`src/rtl/bt_pkg.sv`:
```
// Shared types and constants for the branch target unit.
package bt_pkg;

  typedef enum logic [1:0] {
    BT_PC_REL  = 2'd0,
    BT_REG_REL = 2'd1,
    BT_RETURN  = 2'd2,
    BT_SEQ     = 2'd3
  } bt_mode_e;

  localparam int LINK_OFFSET = 4;

endpackage

```
`src/rtl/bt_ras.sv`:
```
// Circular return-address stack: push, pop, or push+pop (replace top).
// Overflow silently overwrites the oldest entry; pop on empty is ignored.
module bt_ras
  import bt_pkg::*;
#(
  parameter int XLEN      = 32,
  parameter int RAS_DEPTH = 4
) (
  input  logic            clk,
  input  logic            rst_n,
  input  logic            push,
  input  logic            pop,
  input  logic [XLEN-1:0] wdata,
  output logic [XLEN-1:0] top,
  output logic            empty
);

  localparam int PTR_W = $clog2(RAS_DEPTH);
  localparam int CNT_W = $clog2(RAS_DEPTH + 1);

  logic [XLEN-1:0]  mem [RAS_DEPTH];
  logic [PTR_W-1:0] ptr;
  logic [CNT_W-1:0] count;

  // ptr always indexes the current top entry.
  assign top   = mem[ptr];
  assign empty = (count == '0);

  // NOTE: the entry array has no reset; its contents are don't-care until
  // count says an entry is live, so it can map onto plain storage.
  always_ff @(posedge clk) begin
    if (push && pop) begin
      mem[ptr] <= wdata;
    end else if (push) begin
      mem[ptr + 1'b1] <= wdata;
    end
  end

  // NOTE: sequential state is updated with non-blocking assignments only, so
  // every always_ff reads the pre-edge values regardless of evaluation order.
  always_ff @(posedge clk) begin
    if (!rst_n) begin
      ptr   <= '0;
      count <= '0;
    end else if (push && pop) begin
      if (count == '0) count <= CNT_W'(1);
    end else if (push) begin
      ptr <= ptr + 1'b1;
      if (count != CNT_W'(RAS_DEPTH)) count <= count + 1'b1;
    end else if (pop && count != '0) begin
      ptr   <= ptr - 1'b1;
      count <= count - 1'b1;
    end
  end

endmodule

```
`src/rtl/branch_target_unit.sv`:
```
// Control-transfer target computation with a return-address stack and a
// single registered valid/ready output stage.
module branch_target_unit
  import bt_pkg::*;
#(
  parameter int XLEN         = 32,
  parameter int RAS_DEPTH    = 4,
  parameter int IALIGN_BYTES = 4
) (
  input  logic            clk,
  input  logic            rst_n,
  input  logic            in_valid,
  output logic            in_ready,
  input  logic [1:0]      mode,
  input  logic            is_call,
  input  logic [XLEN-1:0] pc,
  input  logic [XLEN-1:0] imm,
  input  logic [XLEN-1:0] rs1,
  input  logic            flush,
  output logic            out_valid,
  input  logic            out_ready,
  output logic [XLEN-1:0] target,
  output logic [XLEN-1:0] link,
  output logic            misaligned,
  output logic            ras_used
);

  localparam int ALIGN_BITS = $clog2(IALIGN_BYTES);

  bt_mode_e        req_mode;
  logic            accept;
  logic            ras_empty;
  logic [XLEN-1:0] ras_top;
  logic [XLEN-1:0] next_link;
  logic [XLEN-1:0] reg_target;
  logic [XLEN-1:0] next_target;
  logic            next_used;

  assign req_mode   = bt_mode_e'(mode);
  assign in_ready   = !flush && (!out_valid || out_ready);
  assign accept     = in_valid && in_ready;
  assign next_link  = pc + XLEN'(LINK_OFFSET);
  assign reg_target = (rs1 + imm) & ~XLEN'(1);

  // The RAS is read before its own update, so a RETURN sees the old top.
  bt_ras #(
    .XLEN      (XLEN),
    .RAS_DEPTH (RAS_DEPTH)
  ) u_ras (
    .clk   (clk),
    .rst_n (rst_n),
    .push  (accept && is_call),
    .pop   (accept && req_mode == BT_RETURN),
    .wdata (next_link),
    .top   (ras_top),
    .empty (ras_empty)
  );

  // NOTE: every variable gets a default before the case so no path through
  // the block can leave it unassigned and infer a latch.
  always_comb begin
    next_target = next_link;
    next_used   = 1'b0;
    case (req_mode)
      BT_PC_REL:  next_target = pc + imm;
      BT_REG_REL: next_target = reg_target;
      BT_RETURN: begin
        next_used   = !ras_empty;
        next_target = ras_empty ? reg_target : ras_top;
      end
      default:    next_target = next_link;
    endcase
  end

  always_ff @(posedge clk) begin
    if (!rst_n) begin
      out_valid  <= 1'b0;
      target     <= '0;
      link       <= '0;
      misaligned <= 1'b0;
      ras_used   <= 1'b0;
    end else if (flush) begin
      out_valid <= 1'b0;
    end else if (accept) begin
      out_valid  <= 1'b1;
      target     <= next_target;
      link       <= next_link;
      misaligned <= |next_target[ALIGN_BITS-1:0];
      ras_used   <= next_used;
    end else if (out_ready) begin
      out_valid <= 1'b0;
    end
  end

endmodule

```
`config.mk`:
```
export PLATFORM = sky130hd
export DESIGN_NAME = branch_target_unit
export DESIGN_NICKNAME = d
export VERILOG_FILES = /design/src/rtl/bt_pkg.sv /design/src/rtl/bt_ras.sv /design/src/rtl/branch_target_unit.sv
export SDC_FILE = /design/constraint.sdc
export NUM_CORES = 1
export LEC_CHECK = 0
export BUFFER_PORTS_ARGS = -buffer_cell sky130_fd_sc_hd__buf_2
export CAP_MARGIN = 10
export CORE_AREA = 2 2 160 162
export CTS_CLUSTER_SIZE = 16
export DETAILED_ROUTE_END_ITERATION = 10
export DIE_AREA = 0 0 162 164
export HOLD_SLACK_MARGIN = 0.15
export PLACE_DENSITY = 0.69
export SLEW_MARGIN = 20
export SYNTH_ARGS = -nofsm -noshare
export SYNTH_HDL_FRONTEND = slang
export SYNTH_SLANG_ARGS = --single-unit
```
`constraint.sdc`:
```
create_clock -name clk -period 4.58 [get_ports clk]
set_input_delay 1.374 -clock clk [delete_from_list [all_inputs] [get_ports clk]]
set_output_delay 1.374 -clock clk [all_outputs]
set_load 0.01 [all_outputs]
```
==> results.md, run 1 <==
* Relative slew slack at 0.352
* Number of enable-type register cells in the synthesized netlist at 128
* Power Internal at approximately 0.0034 W
* Power Dens Cells at around 340 nW/um^2
* Power dissipated by switching net loads at approximately 0.0013 W
* Cell taking the most area after synthesis: sky130_fd_sc_hd__edfxtp_1
* Buffers and inverters on the worst path at 1
* WS Path Type: in2reg
* Portion of total power attributed to combinational logic at 0.215
* Final nets at 1517
* Number of standard cells after synthesis at 1183
* CP max stage cell: sky130_fd_sc_hd__fa_1
* DRC violation total after the first TritonRoute iteration at 1058
* Setup repair after global routing missed its margin: no
* Proportion of power drawn by the clock network at 0.355
* Transition time of the tightest slew-check pin at about 970 ps
* Die span in x at between 150 and 200 um
* Largest fanout on the critical path at 7
* Synthesis-to-layout area growth at 15.6%
* Aggregate routed wire length at approximately 37 mm
* Seq cells post-synth at 202
* Number of instances resized during post-cts repair at 0
* Setup WS pre-CTS at 400 ps
* Share of flip-flops with an asynchronous set or reset at 0
* Routed Antenna Nets at 0
* Clock Skew at 9.90 ps
* Number of instances in the placed design at 1656
* Starting density of the core at 0.493
* Worst setup EP type: flip-flop
* Post-route DRC at 0
* Clock Sink Count at 202
* Final clock period utilization by the worst path at 0.809
* Outcome: finished, final reports clean
* Proportion of power drawn by flip-flops and latches at 0.430
* Maximum clock rate at 0.270 GHz
* Clock transition time at the flip-flop clock pins of the worst setup and hold paths at approximately 70 ps
* Startpoint class of the critical path: primary input
* Via count of the first global-routing pass at 9652
* Static power due to leakage at ~5.8 nW
* Min Clock Period, post-route at roughly 3700 ps
* Synthesized area per cell at 10.3 um^2
* Count of pins on the block boundary at roughly 170
* Start point of the worst hold path: target[7]$_SDFFE_PN0P_
* Standard cell core area at 24800 um^2
* Initial antenna violation count at 1
* Net Sw Frac at 0.281
* Worst setup margin at around 900 ps
* Pins Over Slew Limit at 0
* Most used flip-flop cell after synthesis: sky130_fd_sc_hd__edfxtp_1
* Largest incremental delay on the critical path at 410 ps
* Synth top area share at 0.314
* Final Hold Viols at 0
* Cell-by-cell listing of the critical path: buf_2 > ha_1 > fa_1 > a21o_1 > a21boi_4 > o2111ai_4 > a21oi_4 > o21ai_2 > a311oi_2 > o21bai_1 > or3_1 > a21oi_1
* Yosys warning count at 0
* Area of placed instances at 13500 um^2
* Type of the worst min-delay path: reg2reg
* Clock root buffer: sky130_fd_sc_hd__clkbuf_16
* Standard-cell rows at 58
* Vias per Instance at 6.06
* Pin count of the biggest net entering global routing at 57
* Data arrival, critical path at between 4000 and 5000 ps
* Final std cell area, no fill at 14100 um^2
* Global-route wire length before repair at 55.2 mm
* Overflow left after global routing at 0
* Share of cells above drive strength 1 at 0.219
* First element of the critical path: pc[0]
* Wire per inst at 21.6 um
* Port Buffers at 171
* Quantity of hold-fixing buffers added after cts at 0
* Setup TNS at 0 ps
* Worst ir drop on vdd at 0.226 mV
* Number of buffers added for setup after CTS at 0
* H-tree level count at 1
* Global-route total usage across every layer at 0.271
* Required time worst endpoint at 5000 ps
* Die area at 26600 um^2
* MaxCap Viol Count at 0
* Final standard cell count with taps included and fillers excluded at roughly 1700
* Share of the core filled with cells in the final layout at 0.570
* Clock Tree Buf Depth at 3
* Total number of vias at 10300
* Leading cell type by number of instances after synthesis: sky130_fd_sc_hd__edfxtp_1
* Final weighted congestion of routability-driven global placement at 0.958
* Largest cells by area after synthesis: sky130_fd_sc_hd__edfxtp_1 31%, sky130_fd_sc_hd__dfxtp_1 12%, sky130_fd_sc_hd__mux4_2 6.4%
* Clock insertion delay at the later pin of the skew report at 490 ps
* Number of iterations in the first detailed-routing pass at 7
* Number of failing setup endpoints in the final timing report at 0
* CP top delay family: compound AO/OA/AOI/OAI gates
* Height of the die at 164 um
* Number of clock buffers inserted by TritonCTS at 20
* Most instantiated cells after synthesis: 128 x sky130_fd_sc_hd__edfxtp_1, 121 x sky130_fd_sc_hd__nand2_1, 97 x sky130_fd_sc_hd__a21oi_1, 96 x sky130_fd_sc_hd__nor2_1, 74 x sky130_fd_sc_hd__dfxtp_1
* Register area share after synthesis at 0.435
* Clock tree from TritonCTS: done
* Post-Syn Area at between 10000 and 15000 um^2
* Number of distinct standard cells referenced by the synthesized netlist at 85
* Synth Net Count at 1352
* Launching point of the worst reg2reg path: u_ras.count[0]$_SDFFE_PN0P_
* DP Wirelength at 27.7 mm
==> routing by layer <==
metal  up-vias  track usage  wire length, um
met1      4932        0.365            15200
met4         0       0.0764             1110
met3        66       0.0394             2640
met5         -            0                0
li1       4824            -                -
met2       435        0.459            17700
==> flip-flops by register name, indices dropped and copies added, names as in the netlist, named ones only <==
| register | count |
|---|---|
| out_valid | 1 |
| target | 32 |
| u_ras.count | 3 |
| u_ras.mem | 128 |
| misaligned | 1 |
| ras_used | 1 |
| u_ras.ptr | 2 |
| link | 32 |
==> path summary, 6_finish.rpt <==
| path | end | slack (ps) | cells past startpoint |
|---|---|---|---|
| worst max-delay path | target[24]$_SDFFE_PN0P_ | 880 | 12 |
| worst min-delay path | target[7]$_SDFFE_PN0P_ | 460 | 2 |
| worst max register to register | u_ras.count[1]$_SDFFE_PN0P_ | 1910 | 8 |
| worst min register to register | target[7]$_SDFFE_PN0P_ | 460 | 2 |
==> cell families after synthesis <==
| kind of cell | Yosys count | share of synthesized area |
|---|---|---|
| simple gates | 372 | 0.149 |
| compound gates | 340 | 0.191 |
| flops | 202 | 0.435 |
| buf+inv | 89 | 0.0322 |
| xor+xnor | 74 | 0.0542 |
| fa+ha+maj | 65 | 0.0683 |
| mux | 41 | 0.0695 |
==> layout by cell type, fill, tap and decap left out, types with 31 or more instances in the layout <==
cell / netlist / routed
sky130_fd_sc_hd__mux4_2: 35 / 35
sky130_fd_sc_hd__nand2_1: 121 / 121
sky130_fd_sc_hd__edfxtp_1: 128 / 128
sky130_fd_sc_hd__dfxtp_1: 74 / 72
sky130_fd_sc_hd__a21oi_1: 97 / 96
sky130_fd_sc_hd__xnor2_1: 42 / 42
sky130_fd_sc_hd__buf_2: 10 / 171
sky130_fd_sc_hd__inv_1: 31 / 31
sky130_fd_sc_hd__o21ai_0: 48 / 48
sky130_fd_sc_hd__ha_1: 62 / 62
sky130_fd_sc_hd__nor2_1: 96 / 93
==> cell type report <==
class / count / area [um^2]
multi-input cells: 892 / 6520
well taps: 330 / 413
diodes: 1 / 2.50
clock buffers: 29 / 596
clock inverters: 7 / 85.1
repair buffers: 200 / 1070
inverters: 32 / 120
flip-flops and latches: 202 / 5330
fillers: 2204 / 10700
==> stage by stage <==
step | total power, W | hold WS [ps]
after floorplan | 0.00275 | 470
after global placement | 0.00308 | 448
after detailed placement | 0.00309 | 459
after CTS | 0.00476 | 468
after global routing | 0.00495 | 496
final | 0.00475 | 464
==> tightest hold or removal path: stages, from the launching register on <==
cell and delay [ps]:
sky130_fd_sc_hd__dfxtp_1 320, sky130_fd_sc_hd__nand2_1 50, sky130_fd_sc_hd__a21boi_1 50
==> power by group through the flow <==
| stage | clock network, W | registers [W] | logic [W] |
|---|---|---|---|
| 2_1_floorplan | 0 | 0.00208 | 0.000667 |
| 3_3_place_gp | 0 | 0.00208 | 0.00100 |
| 3_5_place_dp | 0 | 0.00208 | 0.00101 |
| 4_1_cts | 0.00171 | 0.00204 | 0.00102 |
| 5_1_grt | 0.00178 | 0.00205 | 0.00112 |
| 6_report | 0.00169 | 0.00204 | 0.00102 |
No activity file was read; power rests on OpenSTA's default activity.
==> run 2: changes to the inputs <==
- PLACE_DENSITY: 0.69 -> 0.72
- clock period: 4.58 -> 3.1 ns (I/O delays scaled with it)
==> results.md, run 2 (same netlist as run 1, synthesis figures left out) <==
* Transition time of the tightest slew-check pin at 893 ps (was 973 ps)
* Quantity of hold-fixing buffers added after cts at 0 (unchanged)
* DRC violation total after the first TritonRoute iteration at 1006 (was 1058)
* Min Clock Period, post-route at 2980 ps
* Pins Over Slew Limit at 0 (unchanged)
* Final clock period utilization by the worst path at 0.961
* Commonest non-fill, non-tap cells in the layout: 202 x sky130_fd_sc_hd__buf_4, 171 x sky130_fd_sc_hd__buf_2, 128 x sky130_fd_sc_hd__edfxtp_1 (was 171 x sky130_fd_sc_hd__buf_2, 128 x sky130_fd_sc_hd__edfxtp_1, 121 x sky130_fd_sc_hd__nand2_1)
* Relative slew slack at 0.401 (was 0.352)
* Number of instances in the placed design at 1834 (was 1656)
* Die area at 26600 um^2 (unchanged)
* Standard-cell rows at 58 (unchanged)
* Count of pins on the block boundary at 172 (unchanged)
* Port Buffers at 171 (unchanged)
* Maximum clock rate at ~0.34 GHz
* Overflow left after global routing at 0 (unchanged)
* Filler cell count in the final layout at 2062 (was 2204)
* Largest reg by FF count: u_ras.mem (unchanged)
* Startpoint class of the critical path: primary input (unchanged)
* Static power due to leakage at 6.68 nW (was 5.81 nW)
* Wire per inst at 20.8 um (was 21.6 um)
* Setup WS pre-CTS at -397 ps (was 400 ps)
* Busiest grt layer: met2 (unchanged)
* Total number of vias at 11100 (was 10300)
* DP Wirelength at 29.7 mm (was 27.7 mm)
* Sum of internal, switching and leakage power at 0.00720 W (was 0.00475 W)
* Number of iterations in the first detailed-routing pass at 6 (was 7)
* Number of clock buffers inserted by TritonCTS at 19 (was 20)
* Worst setup margin at 122 ps (was 876 ps)
* Outcome: finished, final reports clean (unchanged)
* Type of the worst min-delay path: reg2reg (unchanged)
* Area of placed instances at 14900 um^2 (was 13500 um^2)
* Pin count of the biggest net entering global routing at 57 (unchanged)
* Met1 usage in global routing at 0.370 (was 0.365)
* Power Dens Cells at 462 nW/um^2 (was 336 nW/um^2)
* Required time worst endpoint at 3510 ps (was 5000 ps)
* Final nets at 1695 (was 1517)
* Post-route DRC at 0 (unchanged)
* Number of diodes at 0 (was 1)
* Clock Sink Count at 202 (unchanged)
* H-tree level count at 1 (unchanged)
* Clock transition time at the flip-flop clock pins of the worst setup and hold paths at 70 ps (about the same)
* Met2 usage at 0.497 (was 0.459)
* Clock tree from TritonCTS: done (unchanged)
* Max reg flops at 128 (unchanged)
* Most common cell after layout, fill and taps aside: sky130_fd_sc_hd__buf_4 (was sky130_fd_sc_hd__buf_2)
* Setup TNS at 0 ps (unchanged)
* MaxCap Viol Count at 0 (unchanged)
* Clock Skew at 10.3 ps (was 9.90 ps)
* Final standard cell count with taps included and fillers excluded at 1868 (was 1693)
* Vias per Instance at 5.95 (was 6.06)
* Worst setup EP type: flip-flop (unchanged)
* Aggregate routed wire length at 38.8 mm (was 36.6 mm)
* Starting density of the core at 0.493 (unchanged)
* Height of the die at 164 um (unchanged)
* Number of failing setup endpoints in the final timing report at 0 (unchanged)
* Worst ir drop on vdd at 0.398 mV (was 0.226 mV)
* Clock insertion delay at the later pin of the skew report at 480 ps (was 490 ps)
* Largest fanout on the critical path at 4 (was 7)
* Final std cell area, no fill at 15600 um^2 (was 14100 um^2)
* Die span in x at 162 um (unchanged)
* Final Hold Viols at 0 (unchanged)
* Global-route total usage across every layer at 0.287 (was 0.271)
* Standard cell core area at 24800 um^2 (unchanged)
* Initial antenna violation count at 0 (was 1)
* Clock root buffer: sky130_fd_sc_hd__clkbuf_16 (unchanged)
* Via count of the first global-routing pass at 10400 (was 9652)
* Top Registers: u_ras.mem (128), link (32), target (32) (unchanged)
* Global Route met3 Usage at 0.0414 (was 0.0394)
* Synthesis-to-layout area growth at 27.4% (was 15.6%)
* Data arrival, critical path at 3390 ps (was 4120 ps)
* WS Path Type: in2reg (unchanged)
* Final weighted congestion of routability-driven global placement at 0.912 (was 0.958)
* Share of cells above drive strength 1 at 0.315 (was 0.219)
* Clock Tree Buf Depth at 3 (unchanged)
* Global-route wire length before repair at 58.6 mm (was 55.2 mm)
* Routed Antenna Nets at 0 (unchanged)
[run 2: layout make-up]
cell class                 count  area (um^2)  area share
sequential                   202         5330       0.342
inverter                      32          120     0.00771
tap                          330          413      0.0265
multi-input combinational    892         6600       0.423
clock buffer                  28          582      0.0373
timing repair buffer         379         2490       0.160
clock inverter                 5         55.1     0.00353
[run 2: stage by stage]
stage	hold WS (ps)	util
after floorplan	470	-
after global placement	444	0.600
after detailed placement	461	0.600
after CTS	470	0.626
after global routing	500	0.628
final	465	0.628
[run 2: where the power goes]
part / total, W / switching, W / internal (W)
clock network: 0.00238 / 0.000986 / 0.00139
registers: 0.00301 / 0.0000612 / 0.00295
logic: 0.00181 / 0.000995 / 0.000818
[run 2: what timing repair did]
item                                   CTS  global route
setup endpoints to repair                0            10
gates resized for setup                  0             7
buffers inserted                         0             1
endpoints found under the hold margin    0             0
[run 2: routing by layer]
metal,part of all wire,wire [um],up-vias
met2,0.49,19100,501
met1,0.40,15400,5336
met5,0,0,-
li1,-,-,5182
met4,0.036,1400,0
met3,0.073,2830,96
[run 2: worst paths after layout]
kind,endpoint,slack (ps),start,depth (start not counted)
setup / recovery,target[31]$_SDFFE_PN0P_,120,imm[2],12
hold / removal,link[1]$_SDFFE_PN0P_,470,link[1]$_SDFFE_PN0P_,2
setup reg to reg,target[17]$_SDFFE_PN0P_,820,flip-flop,6
hold reg to reg,link[1]$_SDFFE_PN0P_,470,link[1]$_SDFFE_PN0P_,2
[run 2: critical path, stage by stage]
cell and delay (ps):
sky130_fd_sc_hd__buf_2 120, sky130_fd_sc_hd__ha_1 340, sky130_fd_sc_hd__a21oi_1 230, sky130_fd_sc_hd__a21oi_2 120, sky130_fd_sc_hd__o2111ai_1 190, sky130_fd_sc_hd__buf_4 160
sky130_fd_sc_hd__nand4b_1 210, sky130_fd_sc_hd__nand3_1 130, sky130_fd_sc_hd__a31oi_1 150, sky130_fd_sc_hd__a221oi_1 350, sky130_fd_sc_hd__mux2_1 360, sky130_fd_sc_hd__o211ai_1 90
==> run 3: changes to the inputs <==
- CORE_AREA: 2 2 160 162 -> 10 10 170 172
- DIE_AREA: 0 0 162 164 -> 0 0 180 182
- SYNTH_HIERARCHICAL: default -> 1
==> results.md, run 3 <==
* Die area at 32800 um^2 (was 26600 um^2)
* Largest cells by area after synthesis: sky130_fd_sc_hd__edfxtp_1 30%, sky130_fd_sc_hd__dfxtp_1 12%, sky130_fd_sc_hd__mux4_2 6.2% (was sky130_fd_sc_hd__edfxtp_1 31%, sky130_fd_sc_hd__dfxtp_1 12%, sky130_fd_sc_hd__mux4_2 6.4%)
* Number of standard cells after synthesis at 1243 (was 1183)
* Via count of the first global-routing pass at 11600 (was 10400)
* Seq cells post-synth at 202 (unchanged)
* Largest incremental delay on the critical path at 450 ps (was 360 ps)
* Height of the die at 182 um (was 164 um)
* Number of enable-type register cells in the synthesized netlist at 128 (unchanged)
* Routed Antenna Nets at 0 (unchanged)
* Count of pins on the block boundary at 172 (unchanged)
* Quantity of hold-fixing buffers added after cts at 0 (unchanged)
* Number of instances resized during post-cts repair at 0 (unchanged)
* Cell-by-cell listing of the critical path: buf_2 > inv_1 > fa_1 > nand2b_1 > a21o_1 > a211oi_4 > buf_4 > nor3_2 > or3_1 > o21ai_2 > mux2i_1 > a31oi_1 (was buf_2 > ha_1 > a21oi_1 > a21oi_2 > o2111ai_1 > buf_4 > nand4b_1 > nand3_1 > a31oi_1 > a221oi_1 > mux2_1 > o211ai_1)
* Global-route total usage across every layer at 0.248 (was 0.287)
* Startpoint class of the critical path: primary input (unchanged)
* Static power due to leakage at 6.71 nW (was 6.68 nW)
* Wire per inst at 21.8 um (was 20.8 um)
* Maximum clock rate at 0.338 GHz (was 0.336 GHz)
* Clock Sink Count at 202 (unchanged)
* Number of instances in the placed design at 1914 (was 1834)
* Setup repair after global routing missed its margin: no
* Total number of vias at 11700 (was 11100)
* Starting density of the core at 0.493 (about the same)
* Largest reg by FF count: u_ras/mem (was u_ras.mem)
* Most used flip-flop cell after synthesis: sky130_fd_sc_hd__edfxtp_1 (unchanged)
* Pins Over Slew Limit at 0 (unchanged)
* Port Buffers at 171 (unchanged)
* Synthesized area per cell at 10.2 um^2 (was 10.3 um^2)
* Vias per Instance at 5.99 (was 5.95)
* Overflow left after global routing at 0 (unchanged)
* Max reg flops at 128 (unchanged)
* Setup WS pre-CTS at -360 ps (was -397 ps)
* Initial antenna violation count at 1 (was 0)
* Clock root buffer: sky130_fd_sc_hd__clkbuf_16 (unchanged)
* Register area share after synthesis at 0.421 (was 0.435)
* Met1 routed wirelength after detailed routing at 18.0 mm (was 15.4 mm)
* Final clock period utilization by the worst path at 0.953 (was 0.961)
* Number of failing setup endpoints in the final timing report at 0 (unchanged)
* DRC violation total after the first TritonRoute iteration at 1505 (was 1006)
* Share of cells above drive strength 1 at 0.327 (was 0.315)
* Clock Tree Buf Depth at 3 (unchanged)
* Global-route wire length before repair at 65.4 mm (was 58.6 mm)
* Worst setup margin at 145 ps (was 122 ps)
* Synth top area share at 0.304 (was 0.314)
* Most instantiated cells after synthesis: 128 x sky130_fd_sc_hd__edfxtp_1, 125 x sky130_fd_sc_hd__nor2_1, 101 x sky130_fd_sc_hd__nand2_1, 87 x sky130_fd_sc_hd__a21oi_1, 74 x sky130_fd_sc_hd__dfxtp_1 (was 128 x sky130_fd_sc_hd__edfxtp_1, 121 x sky130_fd_sc_hd__nand2_1, 97 x sky130_fd_sc_hd__a21oi_1, 96 x sky130_fd_sc_hd__nor2_1, 74 x sky130_fd_sc_hd__dfxtp_1)
* Commonest non-fill, non-tap cells in the layout: 221 x sky130_fd_sc_hd__buf_4, 171 x sky130_fd_sc_hd__buf_2, 128 x sky130_fd_sc_hd__edfxtp_1 (was 202 x sky130_fd_sc_hd__buf_4, 171 x sky130_fd_sc_hd__buf_2, 128 x sky130_fd_sc_hd__edfxtp_1)
* Worst ir drop on vdd at 0.346 mV (was 0.398 mV)
* Type of the worst min-delay path: reg2reg (unchanged)
* Top Registers: u_ras/mem (128), link (32), target (32) (was u_ras.mem (128), link (32), target (32))
* Post-route DRC at 0 (unchanged)
* Relative slew slack at 0.546 (was 0.401)
* Highest routing layer actually used: met4 (unchanged)
* Min Clock Period, post-route at 2960 ps (was 2980 ps)
* Final nets at 1770 (was 1695)
* Synthesis-to-layout area growth at 27.8% (was 27.4%)
* MaxCap Viol Count at 0 (unchanged)
* Most common cell after layout, fill and taps aside: sky130_fd_sc_hd__buf_4 (unchanged)
* Outcome: finished, final reports clean (unchanged)
* Final weighted congestion of routability-driven global placement at 0.974 (was 0.912)
* Final Hold Viols at 0 (unchanged)
* CP max stage cell: sky130_fd_sc_hd__fa_1 (was sky130_fd_sc_hd__mux2_1)
* Data arrival, critical path at 3320 ps (was 3390 ps)
* Post-Syn Area at 12600 um^2 (was 12200 um^2)
* Number of distinct standard cells referenced by the synthesized netlist at 103 (was 85)
* Standard-cell rows at 59 (was 58)
* Worst setup EP type: flip-flop (unchanged)
* Final standard cell count with taps included and fillers excluded at 1951 (was 1868)
* Power Dens Cells at 461 nW/um^2 (was 462 nW/um^2)
* Clock transition time at the flip-flop clock pins of the worst setup and hold paths at 70 ps (about the same)
* H-tree level count at 1 (unchanged)
* Number of clock buffers inserted by TritonCTS at 20 (was 19)
* Standard cell core area at 25600 um^2 (was 24800 um^2)
* Die span in x at 180 um (was 162 um)
* Clock tree from TritonCTS: done (unchanged)
* Aggregate routed wire length at 42.5 mm (was 38.8 mm)
* Required time worst endpoint at 3460 ps (was 3510 ps)
* Share of flip-flops with an asynchronous set or reset at 0 (unchanged)
* Amount of wire on met3 after detailed routing at 3.82 mm (was 2.83 mm)
* Pin count of the biggest net entering global routing at 41 (was 57)
* DP Wirelength at 32.9 mm (was 29.7 mm)
* Yosys warning count at 6 (was 0)
* WS Path Type: in2reg (unchanged)
* Leading cell type by number of instances after synthesis: sky130_fd_sc_hd__edfxtp_1 (unchanged)
* Filler cell count in the final layout at 2066 (was 2062)
* Clock Skew at 8.20 ps (was 10.3 ps)
* Area of the multi-input gates at 7000 um^2 (was 6600 um^2)
* Met2 wirelength from detailed routing at 19.1 mm (about the same)
* Number of buffers added for setup after CTS at 0 (unchanged)
* Number of iterations in the first detailed-routing pass at 5 (was 6)
* Clock insertion delay at the later pin of the skew report at 490 ps (was 480 ps)
* Synth Net Count at 1412 (was 1352)
* Storage cell area at 5330 um^2 (unchanged)
* Largest fanout on the critical path at 3 (was 4)
* Transition time of the tightest slew-check pin at 677 ps (was 893 ps)
* Cell taking the most area after synthesis: sky130_fd_sc_hd__edfxtp_1 (unchanged)
==> run 3: final timing paths <==
check,from,endpoint,slack (ps),cells after the start
worst max-delay path,imm[1],target[30]$_SDFFE_PN0P_,140,12
worst min-delay path,target[5]$_SDFFE_PN0P_,target[5]$_SDFFE_PN0P_,460,2
worst max register to register,flip-flop,target[26]$_SDFFE_PN0P_,680,6
worst min register to register,target[5]$_SDFFE_PN0P_,target[5]$_SDFFE_PN0P_,460,2
==> run 3: cells by family (layout without fill, tap and decap cells) <==
group,count (synthesis),count (layout),synth area share
multiplexers,55,55,0.0787
AO/OA/AOI/OAI,342,342,0.189
adder cells (fa/ha/maj),65,65,0.0661
other,0,1,0
flip-flops,202,202,0.421
buffers and inverters,96,468,0.0344
XOR/XNOR,75,75,0.0526
AND/OR/NAND/NOR,408,408,0.158
==> run 3: stage by stage <==
step | area, um^2 | util | TNS (ps) | power [W] | hold slack (ps)
2_1_floorplan | 12800 | - | 0 | 0.00415 | 478
3_3_place_gp | 15500 | 0.603 | -4460 | 0.00495 | 443
3_5_place_dp | 15500 | 0.603 | -4960 | 0.00497 | 453
4_1_cts | 16100 | 0.629 | 0 | 0.00744 | 465
5_1_grt | 16100 | 0.630 | 0 | 0.00775 | 492
6_report | 16100 | 0.630 | 0 | 0.00744 | 465
==> run 3: final cells by class <==
class                           count  share of cell area
Sequential cell                   202               0.330
Antenna cell                        1            0.000155
Timing Repair Buffer              396               0.161
Clock buffer                       26              0.0350
Tap cell                          335              0.0260
Clock inverter                     10             0.00659
Inverter                           36             0.00837
Multi-Input combinational cell    945               0.433
==> run 3: where the power goes <==
group	internal, W	switching [W]	leakage, nW
sequential	0.00295	0.0000647	1.76
clock	0.00146	0.00102	0.335
combinational	0.000871	0.00109	4.61
==> run 3: worst max-delay path: cells and delay by family <==
family / cells / cell delay [ps]
AOI/OAI and AO/OA: 4 / 740
adders and majority gates: 1 / 450
buffers and inverters: 3 / 330
muxes: 1 / 220
and+or+nand+nor: 3 / 660
==> run 3: metal layers <==
| layer | vias up | GRT usage |
|---|---|---|
| met5 | - | 0 |
| met2 | 584 | 0.394 |
| met1 | 5573 | 0.340 |
| li1 | 5434 | - |
| met4 | 0 | 0.0863 |
| met3 | 94 | 0.0346 |
